**src/rtl/mc_controller.sv**
```systemverilog
// Multicycle ARM-subset control unit: Moore sequencer, condition check against
// a stored NZCV flag register, and per-state datapath strobes/selects.
module mc_controller (
   input  logic        clk,
   input  logic        reset,
   input  logic [31:0] Instr,
   input  logic [3:0]  ALUFlags,
   output logic        PCWrite,
   output logic        IRWrite,
   output logic        RegWrite,
   output logic        MemWrite,
   output logic        AdrSrc,
   output logic [1:0]  ALUSrcA,
   output logic [1:0]  ALUSrcB,
   output logic [1:0]  ResultSrc,
   output logic [1:0]  ImmSrc,
   output logic [1:0]  RegSrc,
   output logic [3:0]  ALUControl
);

   localparam int unsigned FLAG_W = 4;
   localparam logic [3:0]  ALU_ADD = 4'b0100;

   typedef enum logic [3:0] {
      S_FETCH    = 4'd0,
      S_DECODE   = 4'd1,
      S_MEMADR   = 4'd2,
      S_MEMRD    = 4'd3,
      S_MEMWB    = 4'd4,
      S_MEMWR    = 4'd5,
      S_EXECUTER = 4'd6,
      S_EXECUTEI = 4'd7,
      S_ALUWB    = 4'd8,
      S_BRANCH   = 4'd9
   } state_t;

   state_t              r_state;
   state_t              w_next;
   logic [FLAG_W-1:0]   r_flags;

   logic [1:0] w_op;
   logic       w_i;
   logic [3:0] w_cmd;
   logic       w_sl;
   logic [3:0] w_rd;
   logic [3:0] w_cond;
   logic       w_unused_bits;

   assign w_op          = Instr[27:26];
   assign w_i           = Instr[25];
   assign w_cmd         = Instr[24:21];
   assign w_sl          = Instr[20];
   assign w_rd          = Instr[15:12];
   assign w_cond        = Instr[31:28];
   assign w_unused_bits = ^{Instr[19:16], Instr[11:0]};

   // Condition evaluation against the stored (pre-update) flags
   logic w_n, w_z, w_c, w_v, w_cond_ex;
   assign {w_n, w_z, w_c, w_v} = r_flags;

   always_comb begin
      w_cond_ex = 1'b0;
      case (w_cond)
         4'b0000: w_cond_ex = w_z;
         4'b0001: w_cond_ex = ~w_z;
         4'b0010: w_cond_ex = w_c;
         4'b0011: w_cond_ex = ~w_c;
         4'b0100: w_cond_ex = w_n;
         4'b0101: w_cond_ex = ~w_n;
         4'b0110: w_cond_ex = w_v;
         4'b0111: w_cond_ex = ~w_v;
         4'b1000: w_cond_ex = w_c & ~w_z;
         4'b1001: w_cond_ex = ~w_c | w_z;
         4'b1010: w_cond_ex = (w_n == w_v);
         4'b1011: w_cond_ex = (w_n != w_v);
         4'b1100: w_cond_ex = ~w_z & (w_n == w_v);
         4'b1101: w_cond_ex = w_z | (w_n != w_v);
         4'b1110: w_cond_ex = 1'b1;
         default: w_cond_ex = 1'b0;
      endcase
   end

   logic w_in_exec, w_flag_upd, w_cv_upd;
   assign w_in_exec  = (r_state == S_EXECUTER) || (r_state == S_EXECUTEI);
   assign w_flag_upd = w_in_exec & w_sl & w_cond_ex;
   assign w_cv_upd   = (w_cmd == 4'b0010) || (w_cmd == 4'b0100) ||
                       (w_cmd == 4'b1010) || (w_cmd == 4'b1011);

   // State register
   always_ff @(posedge clk or negedge reset) begin
      if (!reset) r_state <= S_FETCH;
      else        r_state <= w_next;
   end

   // Flag register: N,Z on any flag-setting op, C,V only for arithmetic ops
   always_ff @(posedge clk or negedge reset) begin
      if (!reset) begin
         r_flags <= '0;
      end else if (w_flag_upd) begin
         r_flags[3:2] <= ALUFlags[3:2];
         if (w_cv_upd) r_flags[1:0] <= ALUFlags[1:0];
      end
   end

   // Next-state logic
   always_comb begin
      w_next = r_state;
      case (r_state)
         S_FETCH:  w_next = S_DECODE;
         S_DECODE: begin
            case (w_op)
               2'b01:   w_next = S_MEMADR;
               2'b00:   w_next = w_i ? S_EXECUTEI : S_EXECUTER;
               2'b10:   w_next = S_BRANCH;
               default: w_next = S_FETCH;
            endcase
         end
         S_MEMADR:   w_next = w_sl ? S_MEMRD : S_MEMWR;
         S_MEMRD:    w_next = S_MEMWB;
         S_EXECUTER,
         S_EXECUTEI: w_next = (w_cmd[3:2] == 2'b10) ? S_FETCH : S_ALUWB;
         default:    w_next = S_FETCH;
      endcase
   end

   // Per-state outputs; strobes are masked while reset is held
   logic w_pcw, w_irw, w_rw, w_mw, w_rd_pc;
   assign w_rd_pc = (w_rd == 4'b1111);

   always_comb begin
      w_pcw      = 1'b0;
      w_irw      = 1'b0;
      w_rw       = 1'b0;
      w_mw       = 1'b0;
      AdrSrc     = 1'b0;
      ALUSrcA    = 2'b00;
      ALUSrcB    = 2'b00;
      ResultSrc  = 2'b00;
      ALUControl = ALU_ADD;
      case (r_state)
         S_FETCH: begin
            w_irw     = 1'b1;
            w_pcw     = 1'b1;
            ALUSrcA   = 2'b01;
            ALUSrcB   = 2'b10;
            ResultSrc = 2'b10;
         end
         S_DECODE: begin
            ALUSrcA   = 2'b01;
            ALUSrcB   = 2'b10;
            ResultSrc = 2'b10;
         end
         S_MEMADR: ALUSrcB = 2'b01;
         S_MEMRD:  AdrSrc  = 1'b1;
         S_MEMWB: begin
            ResultSrc = 2'b01;
            w_rw      = w_cond_ex;
            w_pcw     = w_cond_ex & w_rd_pc;
         end
         S_MEMWR: begin
            AdrSrc = 1'b1;
            w_mw   = w_cond_ex;
         end
         S_EXECUTER: ALUControl = w_cmd;
         S_EXECUTEI: begin
            ALUSrcB    = 2'b01;
            ALUControl = w_cmd;
         end
         S_ALUWB: begin
            w_rw  = w_cond_ex;
            w_pcw = w_cond_ex & w_rd_pc;
         end
         S_BRANCH: begin
            ALUSrcB   = 2'b01;
            ResultSrc = 2'b10;
            w_pcw     = w_cond_ex;
         end
         default: ;
      endcase
   end

   assign PCWrite  = w_pcw & reset;
   assign IRWrite  = w_irw & reset;
   assign RegWrite = w_rw  & reset;
   assign MemWrite = w_mw  & reset;

   // State-independent decode of immediate and register-source selects
   assign ImmSrc = w_op;
   assign RegSrc = {w_op == 2'b01, w_op == 2'b10};

endmodule
```
**config.mk**
```make
export PLATFORM = sky130hd
export DESIGN_NAME = mc_controller
export DESIGN_NICKNAME = d
export VERILOG_FILES = /design/src/rtl/mc_controller.sv
export SDC_FILE = /design/constraint.sdc
export NUM_CORES = 1
export LEC_CHECK = 0
export BUFFER_PORTS_ARGS = -buffer_cell sky130_fd_sc_hd__buf_2
export CAP_MARGIN = 20
export CORE_UTILIZATION = 44
export DETAILED_ROUTE_END_ITERATION = 7
export PLACE_DENSITY_LB_ADDON = 0.25
export REMOVE_ABC_BUFFERS = 1
export SETUP_SLACK_MARGIN = 0.02
export SLEW_MARGIN = 20
export SYNTH_ARGS = -nofsm -noshare
export SYNTH_HDL_FRONTEND = slang
export SYNTH_SLANG_ARGS = --single-unit
```
**constraint.sdc**
```tcl
create_clock -name clk -period 3.1 [get_ports clk]
set_clock_uncertainty 0.15 [all_clocks]
set_input_delay 0.155 -clock clk [delete_from_list [all_inputs] [get_ports clk]]
set_output_delay 0.155 -clock clk [all_outputs]
set_load 0.01 [all_outputs]
```
==> results_dict.tcl <==
set metrics [dict create \
    routed_wl_mm 1.98 \
    hold_viol 0 \
    crit_type "register to output pin" \
    avgRoutedWirePerCell_microns 11.7 \
    pin_count 57 \
    cp-start-kind "register" \
    cts_root_buf "clkbuf_4" \
    final_nets 184 \
    yosysWarnings 0 \
    grtUsageTotal 0.196 \
    die-area_sq_um 2130 \
    routabilityCongestion 0.891 \
    cts.sinks 8 \
    setup_violations 0 \
    rsz0062_at_grt "no" \
    drv_cap 0 \
    diodes 0 \
    viasPerCell 5.34 \
    clk_pin_slew_ps 50 \
    power_density_nw_per_um2 619 \
    status "complete, no violations" \
    slew_viol_final 0 \
    grt_pass1_vias 717 \
    synth_edf_count 0 \
    antenna_found_initial 0 \
    end_kind "output pin" \
    async_flop_share 1.00 \
    grt_pass1_wl_mm 3.00 \
    num_vias 902 \
    max-clock-path-buffers 2 \
    grt_overflow 0 \
    numCtsBuffers 3 \
    die_h_microns 46.1 \
    h-tree-depth 1 \
    tightestPinTransition_ps 583 \
    worst_ep_required_time_ps 2790 \
    power_leakage_nw 0.520 \
    synth-seq-cells 8 \
    tritoncts "built" \
    synth_area_sq_um 856 \
    fp.coreArea_sq_um 1780 \
    grt_max_degree 22 \
    rows 15 \
    synthFlopType "dfrtp_1" \
    syn_area_per_cell_sq_um 7.92 \
    fp.dieW_microns 46.1 \
    firstDrtPassIters 4 \
    drive_above_1_share 0.333 \
    min_path_type "input pin to register" \
    critical_path_peak_fanout 6 \
    min_period_ps 2320 \
    drtIter0Drc 22 \
    clkLatencyLatePin_ps 250 \
    reg2reg_slack_ps 890 \
    clock.fmax_ghz 0.430 \
    finalCritPeriodShare 0.750 \
    post-cts-setup-buffers 0 \
    ir_drop_v 0.000373 \
    initial_core_util 0.480 \
    yosysSeqAreaShare 0.234 \
    dpl.hpwl_mm 1.45 \
    drc 0 \
    timing.hold.ws_ps 58.4 \
    postSynthCellCount 108 \
    setup_tns_ps 0 \
    slew_headroom 0.611 \
    critPathArrivalTime_ps 2020 \
    area_growth_pct 27.0 \
    port_buffers 39 \
    antenna_left 0 \
    yosys.cell_types.count 38 \
]
==> kinds of logic (layout without fill, tap and decap cells) <==
group / Yosys count / in the layout / share of synthesized area
AOI/OAI and AO/OA: 25 / 25 / 0.225
xor gates and xnor gates: 3 / 3 / 0.0307
buffers and inverters: 15 / 51 / 0.0965
DFF: 8 / 8 / 0.234
muxes: 5 / 5 / 0.0643
other: 1 / 1 / 0.00438
and+or+nand+nor: 51 / 51 / 0.345
==> area by class of cell <==
| cell class | instances | area [sq um] |
|---|---|---|
| sequential | 8 | 200 |
| clock buffer | 3 | 22.5 |
| multi-input combinational | 85 | 573 |
| fill | 162 | 696 |
| tap | 25 | 31.3 |
| timing repair buffer | 44 | 245 |
| inverter | 4 | 15.0 |
==> synthesized netlist by cell type (3+ instances only) <==
library cell,count,area share
dfrtp_1,8,0.23
nor2_1,8,0.035
nand2b_1,7,0.051
nor3_1,7,0.041
buf_4,5,0.044
clkbuf_1,5,0.022
nand3_1,5,0.029
nor2b_1,5,0.037
o21ai_0,5,0.029
a211oi_1,4,0.035
a21oi_1,4,0.023
and3_1,4,0.029
inv_1,4,0.018
mux2_1,4,0.053
nand2_1,4,0.018
a31oi_1,3,0.022
nand3b_1,3,0.026
==> cells in the final DEF (no fill, tap or decap), types with 2 or more instances in the layout <==
cell type       n
a211oi_1        4
a21oi_1         4
a31oi_1         3
and3_1          4
buf_2          39
clkbuf_4        3
dfrtp_1         8
dlygate4sd3_1   5
inv_1           4
mux2_1          4
nand2_1         4
nand2b_1        7
nand3_1         5
nand3b_1        3
nor2_1          8
nor2b_1         5
nor3_1          7
nor3b_1         2
o21ai_0         5
xnor2_1         2
==> repair_timing <==
action / CTS / global route
hold endpoints to repair: 12 / 0
hold buffers: 5 / 0
resized for setup: 0 / 0
==> per-layer routing <==
metal,vias to the layer above,GRT usage,part of all wire,routed length [microns]
met4,0,0.0765,0,0
li1,463,-,-,-
met1,404,0.285,0.50,995
met5,-,0,0,0
met3,0,0.0235,0.055,109
met2,35,0.293,0.44,876
==> path summary, 6_finish.rpt <==
path                                  from          to  cells past startpoint
worst max-delay path            r_flags[3]     PCWrite                      6
min in group asynchronous            reset  r_flags[3]                      2
worst min-delay path             Instr[20]  r_state[2]                      3
worst max register to register  r_state[2]  r_flags[0]                      5
worst min register to register  r_flags[1]  r_flags[1]                      1
max in group asynchronous            reset  r_state[1]                      2
==> flip-flops by register name, summed over array words and instances, names as in the netlist <==
name and cells:
r_state 4, r_flags 4
==> metrics by stage <==
stage	instance area [sq um]	instances	worst slack [ps]	power (mW)	util
after floorplan	788	97	1130	0.456	-
after global placement	1010	161	902	0.578	0.569
after detailed placement	1010	161	904	0.587	0.569
after CTS	1090	169	804	0.673	0.610
after global routing	1090	169	644	0.728	0.610
final	1090	169	775	0.674	0.610
==> report_power, final <==
group / internal, mW / switching [mW] / leakage (nW)
Sequential: 0.141 / 0.108 / 0.106
Clock: 0.0443 / 0.0357 / 0.0138
Combinational: 0.173 / 0.172 / 0.401
==> critical path, stage by stage, from the launching register on <==
cell and delay (ps):
dfrtp_1 460, xnor2_1 260, o32ai_2 130, o311ai_4 340
nand3_1 190, a31o_2 260, buf_2 130
Power figures use the tool's default switching activity.
